File: src/rtl/debounce_one_shot_if.sv
// Button-side signal bundle for debounce_one_shot: raw button in, debounced
// level and interrupt pulse out.
interface debounce_one_shot_if;
  logic BTN;
  logic DB_OUT;
  logic ONE_SHOT;

  modport master (output BTN, input DB_OUT, input ONE_SHOT);
  modport slave  (input BTN, output DB_OUT, output ONE_SHOT);
endinterface

File: src/rtl/debounce_one_shot.sv
// Pushbutton debouncer with a fixed-width one-shot interrupt pulse per accepted press.
// The raw button is double-flopped, then a Moore FSM qualifies press and release edges.
module debounce_one_shot #(
  parameter int DEBOUNCE_CYCLES = 500000,
  parameter int ONESHOT_LEN     = 2
) (
  input  logic                CLK,
  input  logic                RST,
  debounce_one_shot_if.slave  bus
);

  localparam int DCW = $clog2(DEBOUNCE_CYCLES + 1);
  localparam int PCW = $clog2(ONESHOT_LEN + 1);
  localparam logic [DCW-1:0] DC_MAX = DCW'(DEBOUNCE_CYCLES);
  localparam logic [PCW-1:0] PL_MAX = PCW'(ONESHOT_LEN);

  typedef enum logic [2:0] {
    IDLE,
    PRESS_WAIT,
    PULSE,
    HELD,
    RELEASE_WAIT
  } state_t;

  state_t         state_reg;
  logic           s1_reg;
  logic           s2_reg;
  logic [DCW-1:0] cnt_reg;
  logic [PCW-1:0] pcnt_reg;
  logic           db_out_reg;
  logic           one_shot_reg;

  // Outputs are updated alongside the state so they match the state just entered.
  always_ff @(posedge CLK) begin
    if (RST) begin
      state_reg    <= IDLE;
      s1_reg       <= 1'b0;
      s2_reg       <= 1'b0;
      cnt_reg      <= '0;
      pcnt_reg     <= '0;
      db_out_reg   <= 1'b0;
      one_shot_reg <= 1'b0;
    end else begin
      s1_reg <= bus.BTN;
      s2_reg <= s1_reg;

      case (state_reg)
        IDLE: begin
          if (s2_reg) begin
            state_reg <= PRESS_WAIT;
            cnt_reg   <= DCW'(1);
          end
        end

        PRESS_WAIT: begin
          if (!s2_reg) begin
            state_reg <= IDLE;
            cnt_reg   <= '0;
          end else if (cnt_reg == DC_MAX) begin
            state_reg    <= PULSE;
            cnt_reg      <= '0;
            pcnt_reg     <= PCW'(1);
            one_shot_reg <= 1'b1;
            db_out_reg   <= 1'b1;
          end else begin
            cnt_reg <= cnt_reg + DCW'(1);
          end
        end

        // Input is deliberately ignored here so the pulse always runs full width.
        PULSE: begin
          if (pcnt_reg == PL_MAX) begin
            state_reg    <= HELD;
            pcnt_reg     <= '0;
            one_shot_reg <= 1'b0;
          end else begin
            pcnt_reg <= pcnt_reg + PCW'(1);
          end
        end

        HELD: begin
          if (!s2_reg) begin
            state_reg <= RELEASE_WAIT;
            cnt_reg   <= DCW'(1);
          end
        end

        RELEASE_WAIT: begin
          if (s2_reg) begin
            state_reg <= HELD;
            cnt_reg   <= '0;
          end else if (cnt_reg == DC_MAX) begin
            state_reg  <= IDLE;
            cnt_reg    <= '0;
            db_out_reg <= 1'b0;
          end else begin
            cnt_reg <= cnt_reg + DCW'(1);
          end
        end

        default: begin
          state_reg    <= IDLE;
          cnt_reg      <= '0;
          pcnt_reg     <= '0;
          db_out_reg   <= 1'b0;
          one_shot_reg <= 1'b0;
        end
      endcase
    end
  end

  assign bus.DB_OUT   = db_out_reg;
  assign bus.ONE_SHOT = one_shot_reg;

endmodule

File: src/flat_wrapper.sv
// flat-port wrapper written by rule: the top's interface ports become plain ports
module debounce_one_shot_flat 
#(
  parameter int DEBOUNCE_CYCLES = 500000,
  parameter int ONESHOT_LEN     = 2
)
  (CLK, RST, bus_BTN, bus_DB_OUT, bus_ONE_SHOT);
  debounce_one_shot_if bus_i ();
  input  logic CLK;
  input  logic RST;
  input wire logic [$bits(bus_i.BTN)-1:0] bus_BTN;
  output wire logic [$bits(bus_i.DB_OUT)-1:0] bus_DB_OUT;
  output wire logic [$bits(bus_i.ONE_SHOT)-1:0] bus_ONE_SHOT;
  assign bus_i.BTN = bus_BTN;
  assign bus_DB_OUT = bus_i.DB_OUT;
  assign bus_ONE_SHOT = bus_i.ONE_SHOT;
  debounce_one_shot #(.DEBOUNCE_CYCLES(DEBOUNCE_CYCLES), .ONESHOT_LEN(ONESHOT_LEN)) u_core (.CLK(CLK), .RST(RST), .bus(bus_i));
endmodule
File: config.mk
export PLATFORM = sky130hd
export DESIGN_NAME = debounce_one_shot_flat
export DESIGN_NICKNAME = d
export VERILOG_FILES = /design/src/rtl/debounce_one_shot_if.sv /design/src/rtl/debounce_one_shot.sv /design/src/flat_wrapper.sv
export SDC_FILE = /design/constraint.sdc
export NUM_CORES = 1
export LEC_CHECK = 0
export CORE_AREA = 2 2 56 58
export DETAILED_ROUTE_END_ITERATION = 10
export DIE_AREA = 0 0 58 60
export PLACE_DENSITY = 0.69
export SLEW_MARGIN = 0
export SYNTH_ARGS = -nofsm -noshare
export SYNTH_HDL_FRONTEND = slang
export SYNTH_SLANG_ARGS = --single-unit
File: constraint.sdc
create_clock -name CLK -period 2.3 [get_ports CLK]
set_clock_uncertainty 0.15 [all_clocks]
set_input_delay 0.46 -clock CLK [delete_from_list [all_inputs] [get_ports CLK]]
set_output_delay 0.46 -clock CLK [all_outputs]
set_load 0.01 [all_outputs]
## Yosys cells after proc, flatten, opt, wreduce, memory -nomap -nowiden

Cells that the tools add are included.

| word-level totals | value |
|---|---|
| flip-flop bits (word level) | 28 |

| operators by class | value |
|---|---|
| $add $sub $neg | 2 |
| eq/ne operators | 15 |
| muxes and demuxes | 25 |
| bitwise operators | 3 |
| reduce and logical (&&, ||, !) cells | 8 |

Operator list:

| cell | number |
|---|---|
| two-way mux 19 bit | 5 |
| one-hot mux 19 bit (5 select lines) | 1 |
| two-way mux 3 bit | 7 |
| adder 19 x 1 -> 19 bit (second input constant) | 1 |
| equality test 19 bit (second input constant) | 1 |
| one-hot mux 3 bit (5 select lines) | 1 |
| != test 2 x 1 -> 1 bit (second input constant) | 5 |
| AND reduction 5 bit | 2 |
| equality test 3 x 2 -> 1 bit (second input constant) | 2 |
| two-way mux 2 bit | 3 |
| one-hot mux 1 bit (3 select lines) | 2 |
| one-hot mux 2 bit (3 select lines) | 1 |
| AND reduction 3 bit | 2 |
| OR reduction 3 bit | 2 |
| two-way mux 1 bit | 5 |
| != test 2 bit (second input constant) | 2 |
| AND reduction 4 bit | 1 |
| equality test 3 x 1 -> 1 bit (second input constant) | 1 |
| equality test 3 bit (second input constant) | 1 |
| zero test 3 bit | 1 |
| != test 3 x 1 -> 1 bit (second input constant) | 1 |
| != test 3 bit (second input constant) | 1 |
| NOT 1 bit | 3 |
| adder 2 x 1 -> 2 bit (second input constant) | 1 |
| equality test 2 bit (second input constant) | 1 |

## Depth between registers and ports, before layout

Gate-level depths: netlist (run 1).

| depth | value |
|---|---|
| depth after elaboration | 4 |
| depth in mapped cells | 8 |

## Worst setup path after synthesis (run 1)

OpenSTA, ideal clock, no wires.

| timing | value |
|---|---|
| kind | flip-flop to flip-flop |
| start point | reg u_core.cnt_reg[0] |
| end point | reg u_core.cnt_reg[16] |
| library setup time | 0.074 ns |
| arrival | 1.874 ns |
| required time | 2.076 ns |
| slack | 0.201 ns |
| cell stages (with the launch flop) | 8 |
| path through | dfxtp_1 ha_1 nand3_1 or3_1 clkbuf_2 or3_1 or3_1 a31oi_1 |

| between the ends | value |
|---|---|
| word-level cells in the longest chain between the ends | 4 |
| elaborated cells on any way between the ends | 6 |

Ends and longest elaborated chain:

| what | RTL line | text |
|---|---|---|
| start, declared | debounce_one_shot.sv:28 | `logic [DCW-1:0] cnt_reg;` |
| start signal, assigned | debounce_one_shot.sv:66 | `cnt_reg <= cnt_reg + DCW'(1);` |
| start signal, assigned | debounce_one_shot.sv:97 | `cnt_reg <= cnt_reg + DCW'(1);` |
| adder 19 x 1 -> 19 bit or equality test 19 bit (tied branches) | n/a |  |
| two-way mux 19 bit * | debounce_one_shot.sv:59, debounce_one_shot.sv:92 |  |
| two-way mux 19 bit, on equally long branches | debounce_one_shot.sv:89, debounce_one_shot.sv:56 |  |
| one-hot mux 19 bit (5 select lines) * | debounce_one_shot.sv:47 | `case (state_reg)` |

Every way passes the cells marked *; elsewhere a longest branch is shown, timed or not.
A chain may end at the register's enable or synchronous reset.

## Final worst setup path (run 1)

| timing | value |
|---|---|
| start point | reg u_core.s2_reg |
| end point | reg u_core.cnt_reg[8] |

| between the ends | value |
|---|---|
| word-level cells in the longest chain between the ends | 2 |
| elaborated cells on any way between the ends | 6 |

Ends and longest elaborated chain:

| what | RTL line | text |
|---|---|---|
| start, declared | debounce_one_shot.sv:27 | `logic s2_reg;` |
| start signal, assigned | debounce_one_shot.sv:45 | `s2_reg <= s1_reg;` |
| two-way mux 19 bit (tied with other cells) | debounce_one_shot.sv:89 | `if (s2_reg) begin` |
| one-hot mux 19 bit (5 select lines) or AND reduction 3 bit (tied branches) | n/a |  |

Several ways; a longest one is shown, not always the timed one.

==> reports/results.md, run 1 <==
| Item | This run |
|---|---|
| Initial core utilization | 54.1% |
| CTS root buf | clkbuf_4 |
| Number of H-tree branching levels | 1 |
| M1 WL | 1740 um |
| Ports | 5 |
| Syn Area/Cell | 7.96 um2 |
| Input/output buffers | 4 |
| Top metal layer carrying routed signals | met4 |
| CTS clock-pin slew for the worst setup and hold paths | 0.15 ns |
| Tightest slew margin relative to the limit | 68.4% |
| Hold Buf Count CTS | 0 |
| Number of maximum-capacitance constraint violations | 0 |
| Post-detailed-route count of antenna-violating nets | 0 |
| Power per unit of standard cell area | 539 mW/mm2 |
| Net count after synthesis | 202 |
| Via count of the first global-routing pass | 1,262 |
| Detail-routed via count per cell | 6.12 |
| Die width | 58 um |
| Post-synthesis sequential element count | 28 |
| WL final | 3400 um |
| Initial antenna violation count | 0 |
| Placed Cells | 232 |
| Number of flip-flops in the largest register | 19 |
| Height of the chip | 60 um |
| Clock buffers created by TritonCTS | 3 |
| Overall via count from detail_route | 1,445 |
| Final Cycle Share | 94.0% |
| Number of nets in the layout | 209 |
| Number of endpoints failing setup at the final stage | 0 |
| Initial drt markers | 78 |
| Full die area | 0.00348 mm2 |
| Post-Syn Instances | 197 |
| Post-Layout Cell Count | 236 |
| Maximum fanout along the worst path | 9 |
| Number of remaining DRC errors | 0 |
| Most common cell after layout, fill and taps aside | dfxtp_1 |
| CTS tree | built |
| HP Class | reg -> reg |
| Total number of placement rows | 20 |
| Register area share after synthesis | 35.7% |
| Outcome | finished clean |
| Nature of the critical path startpoint | register |
| Met3 routed wirelength | 67 um |
| First-pass GRT wire length | 5530 um |
| Most frequent cells in the layout | dfxtp_1 (26), nand2_1 (19), a21oi_1 (16) |
| Final HPWL from detailed placement | 2470 um |
| Final-layout worst hold slack | 0.309 ns |
| Most used flip-flop cell after synthesis | dfxtp_1 |
| Minimum setup slack in the final design | 0.139 ns |
| Layout overhead on the synthesized area | 9.33% |
| Largest net degree at the start of global routing | 17 |
| Sum of negative setup slack | 0 ns |
| Worst-case vdd ir drop | 0.377 mV |
| Worst-skew pair later-pin latency | 0.33 ns |
| Gr ovfl total | 0 |
| Number of distinct library cells after synthesis | 50 |
| Critical path arrival | 2.29 ns |
| Type of the worst setup path | reg -> reg |
| Synth async-reset ratio | 0% |
| Slowest stage delay, CP | 0.67 ns |
| Sequence of cells on the critical path | and3b_1, o21ai_0, a21o_1, or4_2, a21oi_1 |
| Pins over their slew limit | 0 |
| Yosys Warn Count | 0 |
| Met2 WL | 1550 um |
| Buffer levels on the longest clock path | 2 |
| Number of hold violations in the final report | 0 |
| Share of post-route cells with drive strength above 1 | 13.8% |
| Leakage component of the power | 0.543 nW |
| Endpoint required time on the critical path | 2.42 ns |
| Netlist Area Pre-Place | 0.00157 mm2 |
| Highest attainable clock frequency | 463 MHz |
| Antenna diode count | 0 |
| WL/cell | 14.4 um |
| Post-placement worst setup slack | 0.125 ns |
| First-pass DRT Iterations | 4 |
| Kind of end point of the critical path | register |
| Transition time at the pin with the least slew margin | 0.470 ns |
| RSZ-0062 raised after global routing | false |
| GRT Resource Usage Total | 20.9% |
| Clock sink count | 28 |
| Final weighted congestion of routability-driven global placement | 0.825 |
| Post-route minimum period | 2.16 ns |
| Critical Path Slowest Stage Cell | or4_2 |
| Area of the core | 0.00290 mm2 |
| Number of enable flip-flop cells after synthesis | 0 |
-- area by class of cell --
cell class              instances  area [um2]
fillers                       274        1190
multi-input cells             148         926
flip-flops and latches         28         563
repair buffers                 14         115
well taps                      33        41.3
clock buffers                   4        36.3
inverters                       9        33.8
-- power breakdown --
part           switching (W)  internal [W]  leakage, nW  total (W)
clock               0.000145     0.0000969       0.0210   0.000242
combinational      0.0000920     0.0000675        0.295   0.000159
sequential         0.0000214      0.000502        0.227   0.000524
total               0.000258      0.000667        0.543   0.000925
-- what timing repair did --
action,CTS,global route
setup endpoints to repair,0,3
gates resized for setup,0,4
setup buffers,0,0
-- routing by layer --
layer	vias up	track usage, %
li1	736	-
met1	688	28.4
met2	16	33.1
met3	5	2.60
met4	0	9.63
met5	-	0
-- metrics by stage --
stage	cell area [um2]	total power, W	utilization, %
2_1_floorplan	1570	0.000636	-
3_3_place_gp	1670	0.000690	57.5
3_5_place_dp	1670	0.000692	57.5
4_1_cts	1710	0.000931	58.8
5_1_grt	1720	0.000972	59.1
6_report	1720	0.000925	59.1
-- Yosys cell counts (all sizes together), types with 5 or more instances --
master | number | area (um2)
nand3 | 9 | 45.0
nand2 | 19 | 71.3
nor3 | 6 | 30.0
o21ai | 7 | 35.0
nor2b | 5 | 31.3
inv | 9 | 33.8
nor2 | 13 | 48.8
a21oi | 16 | 80.1
buf | 5 | 27.5
dfxtp | 28 | 561
or3 | 10 | 66.3
a31oi | 7 | 43.8
clkbuf | 7 | 27.5
-- cells by family after synthesis --
| group | after synthesis | synth area share (%) |
|---|---|---|
| adders and majority gates | 2 | 1.59 |
| and+or+nand+nor | 88 | 32.0 |
| buffers and inverters | 21 | 5.66 |
| AOI/OAI and AO/OA | 51 | 21.1 |
| muxes | 1 | 0.638 |
| xor gates and xnor gates | 6 | 3.35 |
| DFF | 28 | 35.7 |
-- worst max-delay path, delay by kind of cell, from the launching register on --
family / cells / cell delay (ns)
flops: 1 / 0.51
simple gates: 2 / 0.91
compound gates: 3 / 0.53
-- worst paths after layout --
| kind | from | end | slack [ns] | cells past startpoint |
|---|---|---|---|---|
| max reg2reg | u_core.s2_reg$_SDFF_PP0_ | u_core.cnt_reg[8]$_SDFFE_PP0P_ | 0.14 | 5 |
| min reg2reg | u_core.s1_reg$_SDFF_PP0_ | u_core.s2_reg$_SDFF_PP0_ | 0.31 | 1 |
| min | u_core.s1_reg$_SDFF_PP0_ | u_core.s2_reg$_SDFF_PP0_ | 0.31 | 1 |
| max | u_core.s2_reg$_SDFF_PP0_ | u_core.cnt_reg[8]$_SDFFE_PP0P_ | 0.14 | 5 |
Note: power is estimated with default switching activity, not from simulation.
==> inputs of run 2 (changes only) <==
--- a/config.mk
+++ b/config.mk
@@ -5,6 +5,7 @@
 export SDC_FILE = /design/constraint.sdc
 export NUM_CORES = 1
 export LEC_CHECK = 0
+export CAP_MARGIN = 20
 export CORE_AREA = 2 2 56 58
 export DETAILED_ROUTE_END_ITERATION = 10
 export DIE_AREA = 0 0 58 60
==> results of run 2 <==
No change in the layout: final DEF, timing and power equal those of run 1.
